### src/rtl/fft_pkg.sv
// Shared constants, types and fixed-point helpers for the 64-point FFT datapath.
// Both helpers work on 64-bit signed values so that callers of any width can use them.
package fft_pkg;

  localparam int FFT_N     = 64;
  localparam int TW_ADDR_W = 5;
  localparam int SAMPLE_W  = 16;
  localparam int TW_W      = 16;
  localparam int TW_QTR    = FFT_N / 4;

  typedef struct packed {
    logic signed [SAMPLE_W-1:0] re;
    logic signed [SAMPLE_W-1:0] im;
  } cplx_t;

  typedef struct packed {
    logic signed [TW_W-1:0] re;
    logic signed [TW_W-1:0] im;
  } tw_t;

  // Round half up, then arithmetic shift right by sh (sh >= 1).
  function automatic logic signed [63:0] round_shr(input logic signed [63:0] v, input int sh);
    logic signed [63:0] half;
    half = 64'sd1 <<< (sh - 1);
    return (v + half) >>> sh;
  endfunction

  function automatic logic signed [63:0] sat_to_width(input logic signed [63:0] v, input int w);
    logic signed [63:0] hi;
    logic signed [63:0] lo;
    hi = (64'sd1 <<< (w - 1)) - 64'sd1;
    lo = -(64'sd1 <<< (w - 1));
    if (v > hi) return hi;
    if (v < lo) return lo;
    return v;
  endfunction

endpackage

### src/rtl/fft_cmul_pipe.sv
// Two-stage complex multiply t = W*b: products in the first stage, combine and round
// in the second. A bypass flag passes b through unrounded for the exact k = 0 case.
module fft_cmul_pipe
  import fft_pkg::*;
#(
  parameter int WIDTH    = 16,
  parameter int TW_WIDTH = 16
) (
  input  logic                      i_clk,
  input  logic                      i_rst_n,
  input  logic                      i_en,
  input  logic                      i_bypass,
  input  logic signed [WIDTH-1:0]   i_b_re,
  input  logic signed [WIDTH-1:0]   i_b_im,
  input  logic signed [TW_WIDTH-1:0] i_w_re,
  input  logic signed [TW_WIDTH-1:0] i_w_im,
  output logic signed [WIDTH:0]     o_t_re,
  output logic signed [WIDTH:0]     o_t_im
);

  localparam int PW = WIDTH + TW_WIDTH;

  logic signed [PW-1:0]    r_p_rr;
  logic signed [PW-1:0]    r_p_ii;
  logic signed [PW-1:0]    r_p_ri;
  logic signed [PW-1:0]    r_p_ir;
  logic                    r_byp;
  logic signed [WIDTH-1:0] r_b_re;
  logic signed [WIDTH-1:0] r_b_im;
  logic signed [PW:0]      w_d_re;
  logic signed [PW:0]      w_d_im;

  always_ff @(posedge i_clk) begin
    if (!i_rst_n) begin
      r_p_rr <= '0;
      r_p_ii <= '0;
      r_p_ri <= '0;
      r_p_ir <= '0;
      r_byp  <= 1'b0;
      r_b_re <= '0;
      r_b_im <= '0;
    end else if (i_en) begin
      r_p_rr <= PW'(i_b_re) * PW'(i_w_re);
      r_p_ii <= PW'(i_b_im) * PW'(i_w_im);
      r_p_ri <= PW'(i_b_re) * PW'(i_w_im);
      r_p_ir <= PW'(i_b_im) * PW'(i_w_re);
      r_byp  <= i_bypass;
      r_b_re <= i_b_re;
      r_b_im <= i_b_im;
    end
  end

  always_comb begin
    w_d_re = (PW+1)'(r_p_rr) - (PW+1)'(r_p_ii);
    w_d_im = (PW+1)'(r_p_ri) + (PW+1)'(r_p_ir);
  end

  // With |W| <= 1 the rounded product fits in WIDTH+1 bits, so truncation is safe.
  always_ff @(posedge i_clk) begin
    if (!i_rst_n) begin
      o_t_re <= '0;
      o_t_im <= '0;
    end else if (i_en) begin
      o_t_re <= r_byp ? (WIDTH+1)'(r_b_re) : (WIDTH+1)'(round_shr(64'(w_d_re), TW_WIDTH - 1));
      o_t_im <= r_byp ? (WIDTH+1)'(r_b_im) : (WIDTH+1)'(round_shr(64'(w_d_im), TW_WIDTH - 1));
    end
  end

endmodule

### src/rtl/twiddle_rom_64.sv
// Combinational twiddle table: W^k = cos(2*pi*k/64) - j*sin(2*pi*k/64), Q1.15, k = 0..31.
// Built from one quarter-wave magnitude table; the k = 0 real part clamps to +32767.
module twiddle_rom_64
  import fft_pkg::*;
(
  input  logic [TW_ADDR_W-1:0] i_addr,
  output tw_t                  o_w
);

  function automatic logic [TW_W:0] cos_mag(input logic [TW_ADDR_W-1:0] i);
    case (i)
      5'd0:    return 17'd32768;
      5'd1:    return 17'd32610;
      5'd2:    return 17'd32138;
      5'd3:    return 17'd31357;
      5'd4:    return 17'd30274;
      5'd5:    return 17'd28899;
      5'd6:    return 17'd27246;
      5'd7:    return 17'd25330;
      5'd8:    return 17'd23170;
      5'd9:    return 17'd20788;
      5'd10:   return 17'd18205;
      5'd11:   return 17'd15447;
      5'd12:   return 17'd12540;
      5'd13:   return 17'd9512;
      5'd14:   return 17'd6393;
      5'd15:   return 17'd3212;
      default: return 17'd0;
    endcase
  endfunction

  localparam logic [TW_ADDR_W-1:0] QTR = TW_ADDR_W'(TW_QTR);

  logic [TW_ADDR_W-1:0]   w_im_idx;
  logic signed [TW_W+1:0] w_re_ext;

  // sin(k*pi/32) equals the cosine magnitude at |k - 16|.
  always_comb begin
    w_im_idx = (i_addr >= QTR) ? (i_addr - QTR) : (QTR - i_addr);
    if (i_addr <= QTR) begin
      w_re_ext = $signed({1'b0, cos_mag(i_addr)});
    end else begin
      w_re_ext = -$signed({1'b0, cos_mag(5'd0 - i_addr)});
    end
    o_w.re = (w_re_ext > 18'sd32767) ? 16'sd32767 : w_re_ext[TW_W-1:0];
    o_w.im = TW_W'(-$signed({1'b0, cos_mag(w_im_idx)}));
  end

endmodule

### src/rtl/fft_bfly_r2.sv
// Four-stage radix-2 DIT butterfly: x = a + W^k*b, y = a - W^k*b, optional 1/2 scaling,
// sticky saturation flag. Valid/ready: a beat moves on in_valid&in_ready and on
// out_valid&out_ready; the whole pipe advances only when en = out_ready | ~out_valid.
module fft_bfly_r2
  import fft_pkg::*;
#(
  parameter int WIDTH    = 16,
  parameter int TW_WIDTH = 16,
  parameter int SCALE    = 1
) (
  input  logic                    clk,
  input  logic                    rst_n,
  input  logic                    in_valid,
  output logic                    in_ready,
  input  logic signed [WIDTH-1:0] a_re,
  input  logic signed [WIDTH-1:0] a_im,
  input  logic signed [WIDTH-1:0] b_re,
  input  logic signed [WIDTH-1:0] b_im,
  input  logic [TW_ADDR_W-1:0]    tw_addr,
  input  logic                    in_last,
  output logic                    out_valid,
  input  logic                    out_ready,
  output logic signed [WIDTH-1:0] x_re,
  output logic signed [WIDTH-1:0] x_im,
  output logic signed [WIDTH-1:0] y_re,
  output logic signed [WIDTH-1:0] y_im,
  output logic                    out_last,
  output logic                    sat
);

  logic w_en;
  tw_t  w_rom;

  logic                    r_s1_valid;
  logic                    r_s1_last;
  logic                    r_s1_byp;
  logic signed [WIDTH-1:0] r_s1_a_re;
  logic signed [WIDTH-1:0] r_s1_a_im;
  logic signed [WIDTH-1:0] r_s1_b_re;
  logic signed [WIDTH-1:0] r_s1_b_im;
  tw_t                     r_s1_w;

  logic                    r_s2_valid;
  logic                    r_s2_last;
  logic signed [WIDTH-1:0] r_s2_a_re;
  logic signed [WIDTH-1:0] r_s2_a_im;

  logic                    r_s3_valid;
  logic                    r_s3_last;
  logic signed [WIDTH-1:0] r_s3_a_re;
  logic signed [WIDTH-1:0] r_s3_a_im;

  logic signed [WIDTH:0]   w_t_re;
  logic signed [WIDTH:0]   w_t_im;

  logic signed [WIDTH+1:0] w_raw [4];
  logic signed [63:0]      w_scl [4];
  logic signed [WIDTH-1:0] w_clp [4];
  logic [3:0]              w_clamp;

  assign w_en     = out_ready | ~out_valid;
  assign in_ready = w_en;

  twiddle_rom_64 u_rom (
    .i_addr (tw_addr),
    .o_w    (w_rom)
  );

  // S1..S3 control and the a operand; b and W go through the multiplier pipe.
  always_ff @(posedge clk) begin
    if (!rst_n) begin
      r_s1_valid <= 1'b0;
      r_s1_last  <= 1'b0;
      r_s1_byp   <= 1'b0;
      r_s1_a_re  <= '0;
      r_s1_a_im  <= '0;
      r_s1_b_re  <= '0;
      r_s1_b_im  <= '0;
      r_s1_w     <= '0;
      r_s2_valid <= 1'b0;
      r_s2_last  <= 1'b0;
      r_s2_a_re  <= '0;
      r_s2_a_im  <= '0;
      r_s3_valid <= 1'b0;
      r_s3_last  <= 1'b0;
      r_s3_a_re  <= '0;
      r_s3_a_im  <= '0;
    end else if (w_en) begin
      r_s1_valid <= in_valid;
      r_s1_last  <= in_last;
      r_s1_byp   <= (tw_addr == '0);
      r_s1_a_re  <= a_re;
      r_s1_a_im  <= a_im;
      r_s1_b_re  <= b_re;
      r_s1_b_im  <= b_im;
      r_s1_w     <= w_rom;
      r_s2_valid <= r_s1_valid;
      r_s2_last  <= r_s1_last;
      r_s2_a_re  <= r_s1_a_re;
      r_s2_a_im  <= r_s1_a_im;
      r_s3_valid <= r_s2_valid;
      r_s3_last  <= r_s2_last;
      r_s3_a_re  <= r_s2_a_re;
      r_s3_a_im  <= r_s2_a_im;
    end
  end

  fft_cmul_pipe #(
    .WIDTH    (WIDTH),
    .TW_WIDTH (TW_WIDTH)
  ) u_cmul (
    .i_clk    (clk),
    .i_rst_n  (rst_n),
    .i_en     (w_en),
    .i_bypass (r_s1_byp),
    .i_b_re   (r_s1_b_re),
    .i_b_im   (r_s1_b_im),
    .i_w_re   (r_s1_w.re),
    .i_w_im   (r_s1_w.im),
    .o_t_re   (w_t_re),
    .o_t_im   (w_t_im)
  );

  // Order of the four lanes: x_re, x_im, y_re, y_im.
  always_comb begin
    w_clamp  = '0;
    w_raw[0] = (WIDTH+2)'(r_s3_a_re) + (WIDTH+2)'(w_t_re);
    w_raw[1] = (WIDTH+2)'(r_s3_a_im) + (WIDTH+2)'(w_t_im);
    w_raw[2] = (WIDTH+2)'(r_s3_a_re) - (WIDTH+2)'(w_t_re);
    w_raw[3] = (WIDTH+2)'(r_s3_a_im) - (WIDTH+2)'(w_t_im);
    for (int i = 0; i < 4; i++) begin
      w_scl[i]   = (SCALE != 0) ? round_shr(64'(w_raw[i]), 1) : 64'(w_raw[i]);
      w_clp[i]   = WIDTH'(sat_to_width(w_scl[i], WIDTH));
      w_clamp[i] = (64'(w_clp[i]) != w_scl[i]);
    end
  end

  always_ff @(posedge clk) begin
    if (!rst_n) begin
      out_valid <= 1'b0;
      out_last  <= 1'b0;
      x_re      <= '0;
      x_im      <= '0;
      y_re      <= '0;
      y_im      <= '0;
      sat       <= 1'b0;
    end else if (w_en) begin
      out_valid <= r_s3_valid;
      out_last  <= r_s3_last;
      x_re      <= w_clp[0];
      x_im      <= w_clp[1];
      y_re      <= w_clp[2];
      y_im      <= w_clp[3];
      if (r_s3_valid && (|w_clamp)) begin
        sat <= 1'b1;
      end
    end
  end

endmodule
### config.mk
export PLATFORM = sky130hd
export DESIGN_NAME = fft_bfly_r2
export DESIGN_NICKNAME = d
export VERILOG_FILES = /design/src/rtl/fft_pkg.sv /design/src/rtl/fft_cmul_pipe.sv /design/src/rtl/twiddle_rom_64.sv /design/src/rtl/fft_bfly_r2.sv
export SDC_FILE = /design/constraint.sdc
export NUM_CORES = 2
export LEC_CHECK = 0
export CORE_ASPECT_RATIO = 1.5
export CORE_MARGIN = 8
export CORE_UTILIZATION = 30
export DETAILED_ROUTE_END_ITERATION = 10
export PLACE_DENSITY = 0.43
export SYNTH_ARGS = -nofsm -noshare
export SYNTH_HDL_FRONTEND = slang
export SYNTH_HIERARCHICAL = 1
export SYNTH_SLANG_ARGS = --single-unit
### constraint.sdc
create_clock -name clk -period 9.4 [get_ports clk]
set_clock_uncertainty 0.1 [all_clocks]
set_input_delay 2.35 -clock clk [delete_from_list [all_inputs] [get_ports clk]]
set_output_delay 2.35 -clock clk [all_outputs]
set_load 0.01 [all_outputs]
* Yosys cells after proc, flatten, opt, wreduce, memory -nomap -nowiden
Memory sizes are Yosys's and may differ from the RTL's.
Cells that the tools add are included.
** Storage, ports and cells
- ROM bits :: 768
- Word-level logic and storage cells :: 115
- Register bits :: 429
- Memories :: 3
** Memories
- (name not given) :: depth 16, bits a word 16, read ports 1, clocked after memory_dff 0, wr ports 0, RTL line twiddle_rom_64.sv:11 : case (i)
- (name not given) :: depth 16, bits a word 16, read ports 1, clocked after memory_dff 0, wr ports 0, RTL line twiddle_rom_64.sv:11
- (name not given) :: depth 16, bits a word 16, read ports 1, clocked after memory_dff 0, wr ports 0, RTL line twiddle_rom_64.sv:11
** Operators by class
- Eq/ne operators :: 4
- Muxes and demuxes :: 37
- Bitwise logic cells :: 2
- Reduce and logical (&&, ||, !) cells :: 4
- $mul :: 4
- Add/subtract/negate cells :: 17
- Order comparisons :: 11
** Operator list (number)
- 2-to-1 mux 16 bit :: 18
- multiplier 16 x 16 -> 32 bit :: 4
- greater-than comparator 18 x 16 -> 1 bit (second input constant) :: 5
- 2-to-1 mux 17 bit :: 5
- adder 18 x 2 -> 19 bit (second input constant) :: 4
- less-than comparator 18 x 16 -> 1 bit (second input constant) :: 4
- inequality test 16 x 18 -> 1 bit :: 4
- adder 32 x 16 -> 32 bit (second input constant) :: 2
- adder 16 x 17 -> 18 bit :: 2
- subtractor 16 x 17 -> 18 bit :: 2
- adder 32 bit :: 1
- subtractor 32 bit :: 1
- 2-to-1 mux 18 bit :: 1
- negator 17 -> 18 bit :: 1
- negator 16 bit :: 1
- 2-to-1 mux 1 bit :: 12
- greater-or-equal comparator 5 bit (second input constant) :: 1
- <= comparator 5 bit (second input constant) :: 1
- zero test 5 bit :: 1
- 2-to-1 mux 5 bit :: 1
- subtractor 1 x 5 -> 5 bit (first input constant) :: 1
- subtractor 5 bit (first input constant) :: 1
- subtractor 5 bit (second input constant) :: 1
- OR reduction 4 bit :: 1
- other kinds (4) :: 4

* Longest topological paths before layout
- Word-level depth :: 11
- Mapped depth :: 24
- Gate-level depth less buffers :: 23

* Cells and area by module
Netlist, hierarchy kept.
** Modules (own cells, without submodules)
- fft_cmul_pipe :: instances 1, cells each 5409, area each 48866.9 um^2, sequential area each 3903.7 um^2
- fft_bfly_r2 :: instances 1, cells each 1523, area each 12572.1 um^2, sequential area each 4684.5 um^2
- twiddle_rom_64 :: instances 1, cells each 364, area each 2431.1 um^2, sequential area each 0.0 um^2

* Worst setup path before layout
Ideal clock, no wire load.
- Path type :: register to register
- Start point :: register r_s1_b_im[15]
- End point :: register u_cmul.r_p_ii[29]
- Buffers on the path :: 1
- Path slack :: 3.043 ns
- Setup time :: 0.117 ns
- Arrival :: 6.139 ns
- Cell stages (with the launch flop) :: 21
- Path through :: dfxtp_1 clkbuf_1 nand2_1 inv_1 fa_1 fa_1 fa_1 fa_1 fa_1 inv_1 fa_1 inv_1 ha_1 a21o_1 a21oi_1 nand2_1 a31o_1 a31o_1 a21o_1 a211o_1 a32o_1
** On the way
- Word-level cells in the longest chain between the ends :: 1
** RTL lines
- start: declaration :: RTL line fft_bfly_r2.sv:40 : logic signed [WIDTH-1:0] r_s1_b_im;
- start signal: assignment :: RTL line fft_bfly_r2.sv:95 : r_s1_b_im <= b_im;
- multiplier 16 x 16 -> 32 bit :: RTL line fft_cmul_pipe.sv:44 : r_p_ii <= PW'(i_b_im) * PW'(i_w_im);
- end signal: assignment :: RTL line fft_cmul_pipe.sv:44
- end: declaration :: RTL line fft_cmul_pipe.sv:24 : logic signed [PW-1:0] r_p_ii;
No other way between the ends.
A chain may end at the register's enable or synchronous reset.

* Worst setup path after layout
- Start point :: register r_s1_b_re[7]
- End point :: register u_cmul.r_p_rr[31]
** On the way
- Word-level cells in the longest chain between the ends :: 1
** RTL lines
- start: declaration :: RTL line fft_bfly_r2.sv:39 : logic signed [WIDTH-1:0] r_s1_b_re;
- start signal: assignment :: RTL line fft_bfly_r2.sv:94 : r_s1_b_re <= b_re;
- multiplier 16 x 16 -> 32 bit :: RTL line fft_cmul_pipe.sv:43 : r_p_rr <= PW'(i_b_re) * PW'(i_w_re);
- end signal: assignment :: RTL line fft_cmul_pipe.sv:43
- end: declaration :: RTL line fft_cmul_pipe.sv:23 : logic signed [PW-1:0] r_p_rr;
No other way between the ends.

==> metrics.txt <==
core box area=211,900 sq um; Hold Path Class=reg2reg; Tcrit/Tclk final=80.87%; initial core utilization=30.15%; Setup-failing EPs final=0; largest net degree at the start of global routing=160; Final Util=33.06%; maxcap violations=0; Least-Margin Pin Slew=1.320 ns; Detail Placement HPWL=169,600 um; Reg clk slew, reported paths=0.06 ns; total global-route track usage=18.58%; type of origin of the critical path=flop; FMAX=131.5 MHz; Die Area=228,200 sq um; Setup Buffers After CTS=0; Seq cells post-synth=429; min cycle time layout=7.602 ns; most frequent CP cell=fa_1; synthesized instance count=7,296; cts bufs inserted=50; Worst Setup SP=r_s1_b_re[7]; DRC=0; final WL=214,600 um; most frequent cells after synthesis=inv_1 (1,281), fa_1 (1,052), nand2_1 (1,008); CP max stage delay=0.86 ns; Placer Congestion=0.8419; Layout area overhead=9.660%; first-pass GRT wire length=324,900 um; share of layout cells above drive strength 1=4.204%; adder-cell share of the synthesized area=43.92%; vias per cell=4.802; # hold bufs at CTS=0; Syn Nets=8,981; Slew HR=11.79%; vias in the first global route=52,070; gr ovfl total=0; initial antenna violation count=10; Cell Chain, Critical Path=nand2_1 -> fa_1 -> inv_1 -> fa_1 -> inv_1 -> fa_1 -> inv_1 -> fa_1 -> fa_1 -> inv_1 -> fa_1 -> inv_1 -> ha_1 -> or3_1 -> o211ai_1 -> o21ai_1 -> a311o_1 -> a211oi_1 -> o211ai_1 -> a31oi_1 -> xnor2_1 -> o21ai_1; drt initial violations=2,241; Worst EP required=9.79 ns; Clk Latency, worst-skew pair=0.67 ns; number of flops mapped to enable cells by yosys=0; Worst setup EP type=flop; num rows=207; Resized Gates After CTS=0; largest area contributor in the netlist=fa_1; vias after detailed routing=48,531; Synth Area in Simple Gates=15.78%; delay-heaviest family, CP=adder cells; Buf+Inv Stages, Crit Path=5; share of the synthesized area in the top cell type=32.97%; yosys warns=6; Crit Path Max Fanout=17; largest family of logic cells by synthesized area=adder cells; kind of critical path=reg2reg; Mean Syn Cell Area=8.754 sq um; CTS max path bufs=3; clock root cell=clkbuf_16; XOR/XNOR Fraction of Synth Area=3.224%; Main synth FF type=dfxtp_1; Async SR Flop Fraction=0%; LEAKAGE=0.03426 uW; mux share of post-synthesis cell area=1.979%; number of H-tree levels=2; Final Hold Viols=0; Cell Area, Placed=68,270 sq um; synth top area cells=fa_1 (33%), dfxtp_1 (13%), ha_1 (11%), inv_1 (7.5%), nand2_1 (5.9%); Synth Area in Compound Gates=11.87%; CTS tree=yes; Unique masters post-synth=124; Post-Synthesis Cell Area=63,870 sq um; status=completed; Critical-path top delay cell=dfxtp_1; Clock Sinks=429; Fin Setup TNS=0 ns; hold_sp=u_cmul/r_p_ir[17]; drt pass-1 iters=6; FF-to-FF Start=r_s1_b_re[7]; Max rail drop VDD=0.1535 mV; Final Instance Area=70,040 sq um; DIE WIDTH=392.7 um; Power Density=239.8 nW/um^2; most frequent cell after synthesis=inv_1; num ports=142; Slew Limit Fails=0; Final #Nets=8,922; arrival time at the worst endpoint=7.99 ns; Wirelength per Cell=21.23 um; die height=581.1 um; final antenna-violating net count=0; RSZ-0062 raised after global routing=no; register area share after synthesis=13.45%; number of I/O port buffers=141
-- cell usage in the layout, fill, tap and decap left out, types with 75 or more instances in the layout --
master / count
nand2_1: 1008
a21boi_0: 170
xnor2_1: 176
fa_1: 1052
nor2_1: 340
a21o_1: 75
and2_1: 496
clkdlybuf4s50_1: 140
buf_4: 105
dfxtp_1: 424
ha_1: 559
mux2i_1: 115
o21ai_0: 170
inv_1: 1278
a21oi_1: 271
-- through the flow --
| stage | instances | power (uW) | setup WS [ns] | hold slack (ns) |
|---|---|---|---|---|
| floorplan | 7296 | 10790 | 3.043 | 0.3250 |
| global placement | 10006 | 14800 | 1.794 | 0.3410 |
| detailed placement | 10006 | 14870 | 1.793 | 0.3432 |
| CTS | 10099 | 17110 | 1.723 | 0.3557 |
| global route | 10102 | 18370 | 1.387 | 0.3721 |
| finish | 10106 | 16800 | 1.798 | 0.3510 |
-- final cells by class --
type	count	area, sq um
diodes	7	17.52
clock buffers	65	1368
clock inverters	28	381.6
fillers	22485	141800
inverters	1284	4832
multi-input cells	5223	49050
flip-flops and latches	429	8594
well taps	2821	3530
repair buffers	249	2263
-- routing by layer --
layer  global-route usage, %  share of wire [%]
met5                       0             0.0061
met3                   1.210                2.8
met1                   21.45                 39
met4                   8.371                5.3
met2                   34.78                 53
-- power breakdown --
part           internal, uW  switching (uW)
Sequential             2280             415
Combinational          4840            7140
Clock                  1210             910
-- worst reg2reg max path, delay by kind of cell, from the launching register on --
kind,cells,cell delay (ns)
adders and majority gates,7,3.32
and+or+nand+nor,2,0.57
AOI/OAI and AO/OA,7,2.15
xor gates and xnor gates,1,0.15
DFF,1,0.86
buffers and inverters,5,0.27
-- final timing paths --
| kind | endpoint | slack, ns | cells after the start |
|---|---|---|---|
| setup reg to reg | u_cmul/r_p_rr[31] | 1.80 | 22 |
| hold / removal | u_cmul/r_p_ir[17] | 0.35 | 2 |
| hold reg to reg | u_cmul/r_p_ir[17] | 0.35 | 2 |
| setup / recovery | u_cmul/r_p_rr[31] | 1.80 | 22 |
-- state kept, by name, summed over array words and instances, names as in the netlist, 17 cells and up --
register       flops
u_cmul/o_t_im     17
u_cmul/o_t_re     17
u_cmul/r_p_ii     32
u_cmul/r_p_ri     32
u_cmul/r_p_rr     32
r_s1_w            32
u_cmul/r_p_ir     32
-- kinds of logic (layout without fill, tap and decap cells) --
| family | after synthesis | count (layout) |
|---|---|---|
| xor+xnor | 233 | 233 |
| fa+ha+maj | 1611 | 1611 |
| mux | 123 | 123 |
| compound gates | 1113 | 1113 |
| buf+inv | 1644 | 1626 |
| flops | 429 | 429 |
| simple gates | 2143 | 2143 |
| other cells | 0 | 7 |
Power figures use the tool's default switching activity.
